### config.mk
export PLATFORM = sky130hd
export DESIGN_NAME = nem_ohmux_sel_ctrl_flat
export DESIGN_NICKNAME = d
export VERILOG_FILES = /design/src/rtl/nem_mux_pkg.sv /design/src/rtl/nem_ohmux_sel_ctrl_if.sv /design/src/rtl/nem_dwell_timer.sv /design/src/rtl/nem_ohmux_sel_ctrl.sv /design/src/flat_wrapper.sv
export SDC_FILE = /design/constraint.sdc
export NUM_CORES = 1
export LEC_CHECK = 0
export ABC_CLOCK_PERIOD_IN_PS = 2400
export BUFFER_PORTS_ARGS = -buffer_cell sky130_fd_sc_hd__buf_4
export CORE_UTILIZATION = 30
export CTS_CLUSTER_SIZE = 30
export DETAILED_ROUTE_END_ITERATION = 8
export GPL_TIMING_DRIVEN = 0
export HOLD_SLACK_MARGIN = 0.12
export PLACE_DENSITY = 0.45
export SKIP_LAST_GASP = 1
export SYNTH_ARGS = -nofsm -noshare
export SYNTH_HDL_FRONTEND = slang
export SYNTH_HIERARCHICAL = 1
export SYNTH_SLANG_ARGS = --single-unit
### constraint.sdc
create_clock -name CP -period 2.4 [get_ports CP]
set_input_delay 0.12 -clock CP [delete_from_list [all_inputs] [get_ports CP]]
set_output_delay 0.12 -clock CP [all_outputs]
set_load 0.005 [all_outputs]
### src/rtl/nem_mux_pkg.sv
// nem_mux_pkg: shared state type, relay timing defaults and select helpers for the nem_ohmux family.
package nem_mux_pkg;
    typedef enum logic [1:0] {OFF, BREAK, MAKE, STABLE} sel_state_e;
    localparam int DEF_BREAK_CYCLES = 4;
    localparam int DEF_MAKE_CYCLES  = 8;
    function automatic int sel_width(input int n);
        return n > 2 ? $clog2(n) : 1;
    endfunction
    function automatic logic [15:0] onehot(input int idx, input int n);
        return idx < n ? (16'd1 << idx) : 16'd0;
    endfunction
endpackage

### src/rtl/nem_ohmux_sel_ctrl_if.sv
// nem_ohmux_sel_ctrl_if: select request handshake and relay select/status bundle.
interface nem_ohmux_sel_ctrl_if
    import nem_mux_pkg::*;
#(
    parameter int NUM_INPUTS = 2
);
    localparam int SEL_W = sel_width(NUM_INPUTS);
    logic                  req_valid;
    logic [SEL_W-1:0]      req_sel;
    logic                  req_off;
    logic                  req_ready;
    logic [NUM_INPUTS-1:0] S;
    logic [SEL_W-1:0]      cur_sel;
    logic                  sel_stable;
    logic                  sel_err;
    modport master(output req_valid, req_sel, req_off,
                   input req_ready, S, cur_sel, sel_stable, sel_err);
    modport slave(input req_valid, req_sel, req_off,
                  output req_ready, S, cur_sel, sel_stable, sel_err);
endinterface

### src/rtl/nem_dwell_timer.sv
// nem_dwell_timer: loadable down-counter that parks at zero; done while the count is zero.
module nem_dwell_timer #(
    parameter int W = 3
) (
    input  logic         CP,
    input  logic         CDN,
    input  logic         load,
    input  logic [W-1:0] load_val,
    output logic         done
);
    logic [W-1:0] cnt;
    always_ff @(posedge CP or negedge CDN)
        if (!CDN) cnt <= '0;
        else      cnt <= load ? load_val : (cnt != '0 ? cnt - 1'b1 : cnt);
    assign done = cnt == '0;
endmodule

### src/rtl/nem_ohmux_sel_ctrl.sv
// nem_ohmux_sel_ctrl: break-before-make sequencer driving the one-hot relay selects of an nem_ohmux.
module nem_ohmux_sel_ctrl
    import nem_mux_pkg::*;
#(
    parameter int NUM_INPUTS   = 2,
    parameter int BREAK_CYCLES = DEF_BREAK_CYCLES,
    parameter int MAKE_CYCLES  = DEF_MAKE_CYCLES
) (
    input logic                 CP,
    input logic                 CDN,
    nem_ohmux_sel_ctrl_if.slave bus
);
    localparam int MAX_CYC = BREAK_CYCLES > MAKE_CYCLES ? BREAK_CYCLES : MAKE_CYCLES;
    localparam int CW      = MAX_CYC > 1 ? $clog2(MAX_CYC) : 1;
    sel_state_e state;
    logic to_off, done, accept, in_range, go_make, go_break, reload, load;
    logic [CW-1:0] load_val;
    assign bus.req_ready = state == OFF || state == STABLE;
    always_comb begin
        accept   = bus.req_valid && bus.req_ready;
        in_range = 32'(bus.req_sel) < NUM_INPUTS;
        go_make  = accept && state == OFF && !bus.req_off && in_range;
        go_break = accept && state == STABLE &&
                   (bus.req_off || (in_range && bus.req_sel != bus.cur_sel));
        reload   = state == BREAK && done && !to_off;
        load     = go_make || go_break || reload;
        load_val = go_break ? CW'(BREAK_CYCLES - 1) : CW'(MAKE_CYCLES - 1);
    end
    nem_dwell_timer #(.W(CW)) u_timer (
        .CP(CP), .CDN(CDN), .load(load), .load_val(load_val), .done(done)
    );
    // cur_sel takes the new target at accept so BREAK->MAKE closes the right relay
    always_ff @(posedge CP or negedge CDN) begin
        if (!CDN) begin
            state          <= OFF;
            to_off         <= 1'b0;
            bus.S          <= '0;
            bus.cur_sel    <= '0;
            bus.sel_stable <= 1'b0;
            bus.sel_err    <= 1'b0;
        end else begin
            bus.sel_err <= accept && !bus.req_off && !in_range;
            case (state)
                OFF: if (go_make) begin
                    state       <= MAKE;
                    bus.S       <= NUM_INPUTS'(onehot(int'(bus.req_sel), NUM_INPUTS));
                    bus.cur_sel <= bus.req_sel;
                end
                BREAK: if (done) begin
                    state <= to_off ? OFF : MAKE;
                    bus.S <= to_off ? '0 : NUM_INPUTS'(onehot(int'(bus.cur_sel), NUM_INPUTS));
                end
                MAKE: if (done) begin
                    state          <= STABLE;
                    bus.sel_stable <= 1'b1;
                end
                STABLE: if (go_break) begin
                    state          <= BREAK;
                    to_off         <= bus.req_off;
                    bus.S          <= '0;
                    bus.sel_stable <= 1'b0;
                    bus.cur_sel    <= bus.req_off ? bus.cur_sel : bus.req_sel;
                end
                default: state <= OFF;
            endcase
        end
    end
endmodule

### src/flat_wrapper.sv
// flat-port wrapper written by rule: the top's interface ports become plain ports
module nem_ohmux_sel_ctrl_flat import nem_mux_pkg::*;
#(
    parameter int NUM_INPUTS   = 2,
    parameter int BREAK_CYCLES = DEF_BREAK_CYCLES,
    parameter int MAKE_CYCLES  = DEF_MAKE_CYCLES
)
  (CP, CDN, bus_req_valid, bus_req_sel, bus_req_off, bus_req_ready, bus_S, bus_cur_sel, bus_sel_stable, bus_sel_err);
  nem_ohmux_sel_ctrl_if #(.NUM_INPUTS(NUM_INPUTS)) bus_i ();
  input logic CP;
  input logic CDN;
  input wire logic [$bits(bus_i.req_valid)-1:0] bus_req_valid;
  input wire logic [$bits(bus_i.req_sel)-1:0] bus_req_sel;
  input wire logic [$bits(bus_i.req_off)-1:0] bus_req_off;
  output wire logic [$bits(bus_i.req_ready)-1:0] bus_req_ready;
  output wire logic [$bits(bus_i.S)-1:0] bus_S;
  output wire logic [$bits(bus_i.cur_sel)-1:0] bus_cur_sel;
  output wire logic [$bits(bus_i.sel_stable)-1:0] bus_sel_stable;
  output wire logic [$bits(bus_i.sel_err)-1:0] bus_sel_err;
  assign bus_i.req_valid = bus_req_valid;
  assign bus_i.req_sel = bus_req_sel;
  assign bus_i.req_off = bus_req_off;
  assign bus_req_ready = bus_i.req_ready;
  assign bus_S = bus_i.S;
  assign bus_cur_sel = bus_i.cur_sel;
  assign bus_sel_stable = bus_i.sel_stable;
  assign bus_sel_err = bus_i.sel_err;
  nem_ohmux_sel_ctrl #(.NUM_INPUTS(NUM_INPUTS), .BREAK_CYCLES(BREAK_CYCLES), .MAKE_CYCLES(MAKE_CYCLES)) u_core (.CP(CP), .CDN(CDN), .bus(bus_i));
endmodule
Word-level counts from Yosys, hierarchy flattened
Cells that the tools add are included.
{"block": "word_totals", "register_bits": 10, "in_bits": 5, "out_inout_bits": 6, "word_cells": 64}
{"block": "op_classes", "add_sub_neg": 1, "n_eq_ne": 9, "shift": 2, "mux": 21, "reduce_logical": 25}
{"op": "2-bit two-way mux", "count": 9}
{"op": "4-bit AND reduction", "count": 3}
{"op": "3-bit two-way mux", "count": 3}
{"op": "2-bit by 1-bit != test with 1-bit output, second input constant", "count": 4}
{"op": "2-bit case mux with 4 select lines", "count": 1}
{"op": "1-bit logical AND", "count": 7}
{"op": "2-bit case mux with 3 select lines", "count": 1}
{"op": "2-bit nonzero test", "count": 3}
{"op": "3-bit nonzero test", "count": 2}
{"op": "1-bit two-way mux", "count": 5}
{"op": "2-bit == test, second input constant", "count": 2}
{"op": "1-bit logical OR", "count": 4}
{"op": "1-bit case mux with 2 select lines", "count": 2}
{"op": "1-bit by 1-bit << shifter with 2-bit output, first input constant", "count": 2}
{"op": "3-bit logical NOT", "count": 1}
{"op": "3-bit AND reduction", "count": 1}
{"op": "3-bit by 1-bit subtractor with 3-bit output, second input constant", "count": 1}
{"op": "2-bit by 1-bit == test with 1-bit output, second input constant", "count": 1}
{"op": "1-bit logical NOT", "count": 2}
{"op": "2-bit logical NOT", "count": 1}
{"op": "2-bit != test, second input constant", "count": 1}
{"op": "2-bit AND reduction", "count": 1}
{"op": "1-bit != test", "count": 1}

Logic depth before layout (Yosys ltp)
{"block": "depth", "word_depth": 8, "mapped_depth": 8}

Hierarchy
Netlist, hierarchy kept.
{"mod": "nem_ohmux_sel_ctrl", "instances": 1, "cells_each": 53, "area_each_um2": 510.5}
{"mod": "nem_dwell_timer", "instances": 1, "cells_each": 21, "area_each_um2": 200.2}

Worst setup path after synthesis
No wires, ideal clock.
{"block": "synth_path", "path_kind": "reg2reg", "from": "reg u_core.state[0]", "to": "reg u_core.u_timer.cnt[0]", "setup_time_ns": 0.148, "t_arrival_ns": 1.766, "path_slack_ns": 0.487, "stages_incl_launch_ff": 8, "n_path_buf": 0, "period_less_slack_ns": 1.913, "cell_sequence": "dfrtp_1 -> inv_1 -> ha_1 -> and2b_1 -> o211ai_1 -> o221ai_1 -> nor4b_1 -> a221oi_1"}
{"block": "synth_via", "elab_chain_len": 8}
{"item": "start: declaration", "line": "nem_ohmux_sel_ctrl.sv:15", "source": "sel_state_e state;"}
{"item": "start signal: assignment", "line": "nem_ohmux_sel_ctrl.sv:50", "source": "state <= to_off ? OFF : MAKE;"}
{"item": "2-bit == test / 2-bit logical NOT (equally long branches)", "line": "nem_ohmux_sel_ctrl.sv:18, nem_ohmux_sel_ctrl.sv:23, nem_ohmux_sel_ctrl.sv:22"}
{"item": "1-bit logical OR", "line": "nem_ohmux_sel_ctrl.sv:18", "source": "assign bus.req_ready = state == OFF || state == STABLE;"}
{"item": "1-bit logical AND", "line": "nem_ohmux_sel_ctrl.sv:20", "source": "accept = bus.req_valid && bus.req_ready;"}
{"item": "1-bit logical AND, on equally long branches (2 in a row)", "line": "nem_ohmux_sel_ctrl.sv:22, nem_ohmux_sel_ctrl.sv:23"}
{"item": "1-bit logical OR", "line": "nem_ohmux_sel_ctrl.sv:26", "source": "load = go_make || go_break || reload;"}
{"item": "1-bit logical OR *", "line": "nem_ohmux_sel_ctrl.sv:26"}
{"item": "net u_core.load", "line": "nem_ohmux_sel_ctrl.sv:16", "source": "logic to_off, done, accept, in_range, go_make, go_break, reload, load;"}
{"item": "3-bit two-way mux / 2-bit nonzero test (equally long branches)"}
{"item": "end signal: assignment", "line": "nem_dwell_timer.sv:14", "source": "else cnt <= load ? load_val : (cnt != '0 ? cnt - 1'b1 : cnt);"}
{"item": "end: declaration", "line": "nem_dwell_timer.sv:11", "source": "logic [W-1:0] cnt;"}
Mark *: on every way through the listed nets, which the timed path passes. The rest lies on a longest branch.
A chain may end at the register's enable or synchronous reset.

Worst setup path in the final report
{"block": "layout_path", "from": "reg u_core.state[0]", "to": "reg u_core.u_timer.cnt[1]"}
Same word-level chain as after synthesis.

==> results by group <==
Outcome
  – Status: finished, final reports clean

Synthesis
  – Ranking of synthesized cells by area: dfrtp_1 (35%), ha_1 (12%), inv_1 (5.8%)
  – Sequential element share of the synthesized area: 35.2%
  – Syn avg cell area: 9.60 um^2
  – Cell Area, Synth: 711 um^2
  – Synth Register Bits: 10
  – EDFF count, synth: 0
  – Ys Warns: 6
  – Share of the synthesized area in the top cell type: 35.2%
  – Synthesized instance count: 74
  – Main synth FF type: dfrtp_1
  – Synth unique cells: 32
  – Cell accounting for the most synthesized area: dfrtp_1
  – Post-synth ARST share: 100%

Worst hold path
  – Hold Path Stages: 2
  – Worst hold start: bus_req_sel
  – Hold crit path type: in2reg

Detailed routing
  – Wirelength per Cell: 10.9 um
  – Final wirelength: 1.27 mm
  – Vias per cell: 4.83
  – ANT nets after route: 0
  – Vias: 560
  – Initial DRC Count: 13
  – Detailed Routing Iterations Pass 1: 4
  – DRC Markers: 0

Final layout
  – Commonest cells after routing, fill and taps aside: inv_1 (11), buf_4 (10), dfrtp_1 (10)
  – Multi-input gate area: 417 um^2
  – Area Growth Syn to Fin: 20.4%
  – Antenna cells: 0
  – Fill cell count: 228
  – Register area: 250 um^2
  – Final Net Count: 102
  – Layout cells sized above 1: 21.6%
  – Commonest non-fill, non-tap cell in the layout: inv_1
  – Fin util: 38.7%

Worst setup path
  – R2r worst-path depth: 7
  – Critical path type: reg2reg
  – Reg2reg start: u_core/state[0]
  – Critical path endpoint category: register
  – Crit path from: u_core/state[0]
  – Worst EP arrival: 2.16 ns
  – CP Data Required Time: 2.53 ns
  – CP Max Fanout: 7
  – Setup crit start kind: register

Floorplanning
  – Num rows: 17
  – Initial Util: 32.1%
  – Die height: 50.7 um
  – Die W: 50.7 um
  – Die area: 2570 um^2
  – IO Count: 11
  – CORE AREA: 2210 um^2

Clocking
  – Clk pin slew, worst setup/hold paths: 0.06 ns
  – CTS H-tree lvls: 1
  – CTS max path bufs: 2
  – CTS tree: yes
  – Post CTS Setup Buffer Count: 0
  – Clock tree sinks: 10
  – CTS Root Cell: clkbuf_4
  – Num CTS Buffers: 3
  – Latest clock arrival within the worst-skew pair: 0.25 ns

Power
  – Power Density: 1280 nW/um^2
  – Register share of total power: 29.9%
  – Switching pwr: 448 uW
  – Clock share of power: 9.7%
  – Peak VDD IR: 0.000626 V
  – Leak: 0.410 nW
  – Internal power: 650 uW
  – Comb pwr share: 60.4%
  – Sw Ratio: 40.8%

Run
  – Max cap viols: 0

Placement
  – Routability cong.: 0.764
  – Detailed placement HPWL: 997 um
  – PortBufs: 9

Timing
  – Hold Fails Final Rpt: 0
  – Fin. max-slew vios: 0
  – Final Skew: 0.00471 ns
  – Final Critical Period: 2.03 ns
  – RSZ-0062 raised after global routing: false
  – Setup Viol. Count Final: 0
  – Final TNS setup: 0 ns
  – Final Cycle Share: 84.7%
  – Achievable Freq: 492 MHz

Global route
  – Vias in the first global route: 486
  – Initial antenna violation count: 0
  – Global-route total usage across every layer: 11.2%
  – Total grt overflow: 0
  – Pin count of the biggest net entering global routing: 11
  – First-pass GRT wire length: 2.15 mm
registers in the layout, summed over array words and instances (netlist names):
signal / flops
u_core/bus.cur_sel: 1
u_core/to_off: 1
u_core/state: 2
u_core/bus.S: 2
u_core/u_timer/cnt: 3
u_core/bus.sel_stable: 1
per-stage QoR:
stage | power (mW) | worst slack, ns | hold WS, ns | instances | area, um^2
2_1_floorplan | 0.813 | 0.487 | -0.176 | 75 | 714
3_3_place_gp | 1.00 | 0.199 | -0.0407 | 112 | 817
3_5_place_dp | 0.990 | 0.223 | -0.0425 | 112 | 817
4_1_cts | 1.11 | 0.188 | 0.130 | 116 | 850
5_1_grt | 1.21 | 0.114 | 0.129 | 116 | 856
6_report | 1.10 | 0.368 | 0.141 | 116 | 856
Yosys cell counts, types with 2 or more instances:
cell,instances
ha_1,7
nor2_1,6
nand2b_1,4
inv_1,11
a22o_1,2
nor4b_1,2
a21oi_1,2
mux2_1,2
nand2_1,2
nor2b_1,3
conb_1,2
dfrtp_1,10
o21ai_0,2
metal layers:
metal  track usage [%]  part of all wire (%)  routed length [um]
met1              13.2                    49                 622
met2              18.9                    47                 590
met4              1.39                  0.79                  10
met5                 0                     0                   0
met3              5.45                   3.4                  43
repair_timing:
| item | CTS | global route |
|---|---|---|
| endpoints found under the setup margin | 0 | 1 |
| endpoints found under the hold margin | 10 | 0 |
| resized for setup | 0 | 1 |
| hold buffers | 1 | 0 |
power groups by stage:
stage                     clock [mW]  combinational [mW]  sequential (mW)
final                          0.106               0.664            0.328
after global routing           0.122               0.743            0.344
after CTS                      0.116               0.665            0.329
after detailed placement           0               0.658            0.332
after global placement             0               0.668            0.331
after floorplan                    0               0.496            0.318
critical path, stage by stage (launching register included):
cell and delay, ns:
dfrtp_1 0.43, inv_1 0.11, ha_1 0.31, and2b_1 0.21, o211ai_1 0.20, o221ai_2 0.24
nor4b_1 0.34, a311oi_1 0.08
cell families (layout without fill, tap and decap cells):
| family | Yosys count | after routing | synth area share [%] |
|---|---|---|---|
| adder cells (fa/ha/maj) | 7 | 7 | 12.3 |
| AO/OA/AOI/OAI | 18 | 18 | 21.3 |
| XOR/XNOR | 1 | 1 | 1.23 |
| flip-flops | 10 | 10 | 35.2 |
| buffers and inverters | 13 | 26 | 7.57 |
| AND/OR/NAND/NOR | 19 | 19 | 15.1 |
| multiplexers | 4 | 4 | 6.16 |
| other | 2 | 3 | 1.06 |
cell type report:
| class | instances | share of cell area [%] |
|---|---|---|
| multi-input cells | 52 | 48.7 |
| flip-flops and latches | 10 | 29.2 |
| repair buffers | 10 | 9.06 |
| inverters | 11 | 4.82 |
| well taps | 28 | 4.09 |
| clock buffers | 3 | 2.63 |
| plain buffers | 2 | 1.46 |
path summary, 6_finish.rpt:
| path | endpoint | slack, ns |
|---|---|---|
| max | u_core/u_timer/cnt[1] | 0.37 |
| max in group asynchronous | u_core/state[1] | 2.02 |
| max reg2reg | u_core/u_timer/cnt[1] | 0.37 |
| min reg2reg | u_core/bus.S[1] | 0.49 |
| min | u_core/bus.cur_sel | 0.14 |
| min in group asynchronous | u_core/u_timer/cnt[1] | 0.23 |
Note: power is estimated with default switching activity, not from simulation.
